<file path="src/rtl/imem_loader.sv">
`default_nettype none
// ============================================================================
// Module      : imem_loader
// Description : Boot-time instruction-memory loader for the KGP-RISC core.
//               Receives a 16-bit little-endian word count followed by the
//               program bytes over a valid/ready byte stream, packs them into
//               little-endian 32-bit words and writes them to consecutive
//               instruction-memory addresses. The core is held in reset
//               (cpu_hold) until a load completes without error.
// Revision    : 1.0 - initial release
// ============================================================================
module imem_loader #(
    parameter int ADDR_W = 8    // word-address width; must not exceed 15
) (
    input  logic              clk,
    input  logic              reset,
    input  logic              start,
    input  logic              in_valid,
    input  logic [7:0]        in_data,
    output logic              in_ready,
    output logic              im_we,
    output logic [ADDR_W-1:0] im_addr,
    output logic [31:0]       im_wdata,
    output logic              cpu_hold,
    output logic              done,
    output logic              err
);

    typedef enum logic [2:0] {
        S_IDLE   = 3'd0,
        S_LEN_LO = 3'd1,
        S_LEN_HI = 3'd2,
        S_CHECK  = 3'd3,
        S_DATA   = 3'd4,
        S_WRITE  = 3'd5,
        S_DONE   = 3'd6,
        S_ERR    = 3'd7
    } state_t;

    // Largest legal word count: the full memory, 2**ADDR_W words.
    localparam logic [16:0] C_MAX_LEN = 17'(1) << ADDR_W;

    state_t            r_state;
    logic [15:0]       r_len;       // requested word count from the header
    logic [ADDR_W:0]   r_wcnt;      // words written so far; one spare bit so 2**ADDR_W fits
    logic [1:0]        r_bidx;      // byte position inside the word being assembled
    logic [23:0]       r_word;      // lower three bytes; the fourth goes straight to im_wdata

    logic              w_accept;
    logic [ADDR_W:0]   w_wcnt_nxt;
    logic              w_last;
    logic              w_len_bad;

    // Handshake, next word count and header validity.
    always_comb begin
        w_accept   = in_valid && in_ready;
        w_wcnt_nxt = r_wcnt + {{ADDR_W{1'b0}}, 1'b1};
        w_last     = (16'(w_wcnt_nxt) == r_len);
        w_len_bad  = (r_len == 16'd0) || ({1'b0, r_len} > C_MAX_LEN);
    end

    // Loader state machine; every output is a register updated with the state.
    always_ff @(posedge clk or negedge reset) begin
        if (!reset) begin
            r_state  <= S_IDLE;
            r_len    <= 16'd0;
            r_wcnt   <= '0;
            r_bidx   <= 2'd0;
            r_word   <= 24'd0;
            in_ready <= 1'b0;
            im_we    <= 1'b0;
            im_addr  <= '0;
            im_wdata <= 32'd0;
            cpu_hold <= 1'b1;
            done     <= 1'b0;
            err      <= 1'b0;
        end else begin
            // The write strobe is a single-cycle pulse raised only on WRITE entry.
            im_we <= 1'b0;

            case (r_state)
                S_IDLE: begin
                    if (start) begin
                        r_wcnt   <= '0;
                        r_bidx   <= 2'd0;
                        im_addr  <= '0;
                        in_ready <= 1'b1;
                        r_state  <= S_LEN_LO;
                    end
                end

                S_LEN_LO: begin
                    if (w_accept) begin
                        r_len[7:0] <= in_data;
                        r_state    <= S_LEN_HI;
                    end
                end

                S_LEN_HI: begin
                    if (w_accept) begin
                        r_len[15:8] <= in_data;
                        in_ready    <= 1'b0;
                        r_state     <= S_CHECK;
                    end
                end

                S_CHECK: begin
                    if (w_len_bad) begin
                        err     <= 1'b1;
                        r_state <= S_ERR;
                    end else begin
                        in_ready <= 1'b1;
                        r_state  <= S_DATA;
                    end
                end

                S_DATA: begin
                    if (w_accept) begin
                        r_bidx <= r_bidx + 2'd1;
                        case (r_bidx)
                            2'd0: r_word[7:0]   <= in_data;
                            2'd1: r_word[15:8]  <= in_data;
                            2'd2: r_word[23:16] <= in_data;
                            default: begin
                                // Fourth byte completes the word: present it for one write cycle.
                                im_we    <= 1'b1;
                                im_wdata <= {in_data, r_word};
                                in_ready <= 1'b0;
                                r_state  <= S_WRITE;
                            end
                        endcase
                    end
                end

                S_WRITE: begin
                    r_wcnt <= w_wcnt_nxt;
                    if (w_last) begin
                        // Address is left on the final word so it never wraps back to 0.
                        done     <= 1'b1;
                        cpu_hold <= 1'b0;
                        r_state  <= S_DONE;
                    end else begin
                        im_addr  <= im_addr + 1'b1;
                        in_ready <= 1'b1;
                        r_state  <= S_DATA;
                    end
                end

                S_DONE, S_ERR: begin
                    // Reload: re-hold the core on the same edge that clears the status.
                    if (start) begin
                        done     <= 1'b0;
                        err      <= 1'b0;
                        cpu_hold <= 1'b1;
                        r_wcnt   <= '0;
                        r_bidx   <= 2'd0;
                        im_addr  <= '0;
                        in_ready <= 1'b1;
                        r_state  <= S_LEN_LO;
                    end
                end
            endcase
        end
    end

endmodule
`default_nettype wire
</file>
<file path="config.mk">
export PLATFORM = sky130hd
export DESIGN_NAME = imem_loader
export DESIGN_NICKNAME = d
export VERILOG_FILES = /design/src/rtl/imem_loader.sv
export SDC_FILE = /design/constraint.sdc
export NUM_CORES = 1
export LEC_CHECK = 0
export ABC_AREA = 1
export BUFFER_PORTS_ARGS = -buffer_cell sky130_fd_sc_hd__buf_2
export CORE_MARGIN = 5
export CORE_UTILIZATION = 53
export DETAILED_ROUTE_END_ITERATION = 8
export PLACE_DENSITY = 0.76
export SLEW_MARGIN = 20
export SYNTH_ARGS = -nofsm -noshare
export SYNTH_HDL_FRONTEND = slang
export SYNTH_SLANG_ARGS = --single-unit
</file>
<file path="constraint.sdc">
create_clock -name clk -period 4.85 [get_ports clk]
set_input_delay 0.97 -clock clk [delete_from_list [all_inputs] [get_ports clk]]
set_output_delay 0.97 -clock clk [all_outputs]
set_load 0.02 [all_outputs]
</file>
Word-level counts from Yosys, hierarchy flattened

Cells that the tools add are included.

Add/subtract/negate cells: 3
Order comparisons: 1
Eq/ne operators: 20
Muxes and demuxes: 33
Bitwise gates (word level): 1
Reductions and logical operators: 26

Operators by type and width:

| operator              | count |
|---|---|
| $reduce_and A3 Y1     | 8 |
| $ne A2 B2 Y1 const B  | 9 |
| $pmux W3 S6           | 1 |
| $pmux W9 S2           | 1 |
| $eq A9 B16 Y1         | 1 |
| $gt A16 B9 Y1 const B | 1 |
| $logic_not A16 Y1     | 1 |
| $mux W8               | 2 |
| $pmux W8 S2           | 1 |
| $mux W3               | 5 |
| $mux W1               | 13 |
| $eq A3 B3 Y1 const B  | 4 |
| $add A9 B1 Y9 const B | 1 |
| $mux W9               | 1 |
| $add A8 B1 Y8 const B | 1 |
| $mux W2               | 4 |
| $reduce_bool A2 Y1    | 4 |
| $reduce_and A7 Y1     | 1 |
| $eq A3 B2 Y1 const B  | 2 |
| $pmux W1 S2           | 3 |
| $reduce_and A2 Y1     | 3 |
| $reduce_or A3 Y1      | 2 |
| $pmux W1 S5           | 1 |
| $reduce_and A5 Y1     | 1 |
| other kinds (13)      | 13 |

Bits in registers: 99
Input port bits: 12
Output and inout port bits: 45
Word-level logic and storage cells: 99

Depth between registers and ports, before layout

Word-level depth: 5
Gate-level depth with buffers: 15
Gate-level depth less buffers: 14

Worst setup path before layout

No wires, ideal clock.

Path type: in2reg
From: input in_valid
To: register im_wdata[24]
Arrival time: 1.779 ns
Path slack: 2.949 ns
Stages on the path: 8
Path buffers: 1
Cells stage by stage: nand2_1 nor2_2 inv_2 nor2_4 inv_2 buf_2 nand2_1 o21ai_1

Word-level cells in the longest chain between the ends: 2

RTL lines:

| item                        | RTL line | RTL |
|---|---|---|
| from (decl)                 | 18       | `input logic in_valid,` |
| $logic_and A1 B1 Y1         | 56       | `w_accept = in_valid && in_ready;` |
| $reduce_and A3 Y1 (no line) | --       |  |
| to (signal assigned)        | 127      | `im_wdata <= {in_data, r_word};` |
| to (decl)                   | 23       | `output logic [31:0] im_wdata,` |

Every way passes these cells.
A chain may end at the register's enable or synchronous reset.

Worst setup path in the final report

From: register r_state[1]
To: register im_wdata[26]

Word-level cells in the longest chain between the ends: 2

RTL lines:

| item                        | RTL line | RTL |
|---|---|---|
| from (decl)                 | 43       | `state_t r_state;` |
| from (signal assigned)      | 65       | `r_state <= S_IDLE;` |
| from (signal assigned)      | 88       | `r_state <= S_LEN_LO;` |
| from (signal assigned)      | 95       | `r_state <= S_LEN_HI;` |
| $eq A3 B3 Y1                | 81       | `case (r_state)` |
| $reduce_and A3 Y1 (no line) | --       |  |

Every way passes these cells.

==> summary.md <==
| Metric | Value |
|---|---|
| Run status | `finished, final reports clean` |
| Cells after Synth | `524` |
| Worst Max-Slew Pin Slew | `between 700 and 800 ps` |
| Most common cell on crit path | `inv_2` |
| Routed wire length | `around 9400 um` |
| Crit path max-delay family | `simple AND/OR/NAND/NOR gates` |
| Starting DRT DRC Count | `188` |
| P_int | `a little over 1 mW` |
| H-tree level count | `3` |
| Pwr dens | `between 200 and 300 mW/mm2` |
| Fin Hold WS | `between 400 and 500 ps` |
| Critical Path RT | `5090 ps` |
| Slowest stage delay, CP | `between 400 and 500 ps` |
| Layout cells sized above 1 | `roughly 16%` |
| Min Tclk post-route | `~2400 ps` |
| Layout area overhead | `12.5%` |
| Hold WC Path Type | `flop to flop` |
| Critical path type | `flop to flop` |
| Die Height | `slightly above 100 um` |
| Register bit total from synthesis | `a little under 100` |
| Top cells by count, synth | `nand2_1, dfrtp_1, o21ai_0, inv_1, nor2_1` |
| Worst-case clock buffer depth | `2` |
| CP cell instances | `inv_2 > nand2_1 > nor2_1 > inv_2 > nor2_2 > inv_2 > nor2_4 > inv_2 > nand2_1 > o21ai_1` |
| Post-DP HPWL | `about 6500 um` |
| Vias in the first global route | `~3600` |
| Detailed-route via count | `3537` |
| GP Congestion | `between 0.8 and 0.9` |
| Register area share after synthesis | `between 50% and 60%` |
| Tot GR Track Use | `between 20% and 30%` |
| Clk_lat worst skew | `~370 ps` |
| Count of final setup violators | `0` |
| Top cell type's share of synthesized area | `between 50 and 60%` |
| Fraction of registers with async set/reset | `100%` |
| DRC | `0` |
| Synthesized net count | `approximately 540` |
| Avg Cell Area, Syn | `between 8 and 9 um2` |
| Netlist cell types | `30` |
| Die X | `roughly 100 um` |
| Hold-fix buffers, CTS | `0` |
| Fin Setup TNS | `0 ps` |
| Vias/cell | `about 5.1` |
| Sw Share | `between 20 and 25%` |
| Clock power frac | `between 30% and 40%` |
| P_sw | `around 0.34 mW` |
| First-pass GRT wire length | `roughly 16000 um` |
| Top-count cell post-synth | `nand2_1` |
| FMAX | `0.414 GHz` |
| Critical path's slowest cell | `nor2_4` |
| Post-Place Worst Slack | `roughly 2100 ps` |
| ANT nets after route | `0` |
| DIE AREA | `about 0.010 mm2` |
| P_leak | `around 2.7 nW` |
| Max-cap viol count | `0` |
| Gate power share | `under 10%` |
| VDD IR max | `about 180 uV` |
| Setup Buffers After CTS | `0` |
| Pin count of the biggest net entering global routing | `61` |
| Top FF cell, synth | `dfrtp_1` |
| Rel. slew slack | `just over 50%` |
| Top Ports | `57` |
| Wire per inst | `13.6 um` |
| Dominant cell type by area after synthesis | `dfrtp_1` |
| N_diodes | `0` |
| Final net count | `598` |
| Setup crit end kind | `flop` |
| Syn Std Cell Area | `roughly 0.0044 mm2` |
| Top post-synthesis cells by area | `dfrtp_1, nand2_1, o21ai_0` |
| CTS tree | `built` |
| Buf/Inv on CP | `4` |
| Gr ovfl total | `0` |
| Starting Density | `a little over half` |
| Number of enable flip-flop cells after synthesis | `0` |
| RSZ-0062 raised after global routing | `no` |
| Skew final | `approximately 16 ps` |
| Clock root buffer | `clkbuf_8` |
| Nature of the critical path startpoint | `flop` |
| Rows | `33` |
| Critical Path Fanout Max | `40` |
| IO buf count | `56` |
| Final core occ | `between 60% and 70%` |
| CTS resizes | `0` |
| Initial antenna violation count | `0` |
| WP data arrival | `approximately 2700 ps` |
| Tcrit/Tclk final | `roughly 50%` |
| Fin. Hold Viols | `0` |
| Filler Cell Count | `730` |
| Reg power frac | `~60%` |
| CTS buffer count | `9` |
| Final setup margin | `~2400 ps` |
| Clock slew at reported path FFs | `about 100 ps` |
| Yosys warns | `0` |
| TritonRoute pass-1 iters | `4` |
| Final Max Slew Viols | `0` |
| Std-Cell Core Area | `just over 0.008 mm2` |
| CTS Sinks | `99` |
==> cell type report <==
type	instances	area, um2	area share, %
inverters	52	195	3.94
multi-input cells	361	1670	33.6
clock inverters	7	70.1	1.41
well taps	105	131	2.65
flip-flops and latches	99	2480	50.0
clock buffers	9	124	2.50
repair buffers	57	290	5.86
==> power groups by stage <==
stage / logic (mW) / clock network, mW / registers [mW]
after floorplan: 0.00402 / 0 / 0.841
after global placement: 0.0304 / 0 / 0.841
after detailed placement: 0.0310 / 0 / 0.841
after CTS: 0.0309 / 0.532 / 0.825
after global routing: 0.0342 / 0.564 / 0.825
final: 0.0291 / 0.519 / 0.825
==> logic make-up after synthesis <==
group / count (synthesis) / share of synthesized area, %
simple gates: 272 / 26.0
flops: 99 / 56.3
buf+inv: 64 / 5.88
xor+xnor: 3 / 0.597
compound gates: 80 / 9.49
fa+ha+maj: 6 / 1.70
==> routing by layer <==
layer	part of all wire, %	vias to the layer above	track usage [%]
li1	-	1767	-
met2	48	77	33.3
met3	4.3	15	4.61
met1	47	1678	27.0
met5	0	-	0
met4	1.3	0	5.83
==> metrics by stage <==
stage                     cell area, um2  cells  total power, mW
final                               4950    690             1.37
after global routing                4950    690             1.42
after CTS                           4950    690             1.39
after detailed placement            4760    674            0.872
after global placement              4760    674            0.871
after floorplan                     4400    524            0.845
==> worst register-to-register path: stages, from the launching register on <==
cell	delay, ps
dfrtp_1	430
inv_2	130
nand2_1	70
nor2_1	210
inv_2	50
nor2_2	180
inv_2	80
nor2_4	470
inv_2	450
nand2_1	150
o21ai_1	70
==> sequential cells by signal, indices dropped and copies added, names as in the netlist <==
name	count
r_bidx	2
r_len	16
im_wdata	32
im_we	1
im_addr	8
r_wcnt	9
cpu_hold	1
err	1
r_word	24
in_ready	1
done	1
r_state	3
==> final timing paths <==
path	to	from	depth (start not counted)	slack, ps
max	im_wdata[26]	r_state[1]	10	2440
min	im_wdata[5]	im_wdata[5]	2	480
max reg2reg	im_wdata[26]	r_state[1]	10	2440
min reg2reg	im_wdata[5]	im_wdata[5]	2	480
max in group asynchronous	cpu_hold	reset	2	3230
min in group asynchronous	r_state[0]	reset	1	640
==> cells in the final DEF (no fill, tap or decap), drive strengths merged <==
cell type / instances
a21oi: 1
a22o: 1
a31oi: 1
buf: 57
clkbuf: 9
clkinv: 3
dfrtp: 98
dfstp: 1
ha: 6
inv: 56
nand2: 204
nand3: 23
nand3b: 3
nand4: 3
nor2: 32
nor3: 4
o21ai: 73
o22ai: 4
or2: 3
xnor2: 2
xor2: 1
Power figures use the tool's default switching activity.
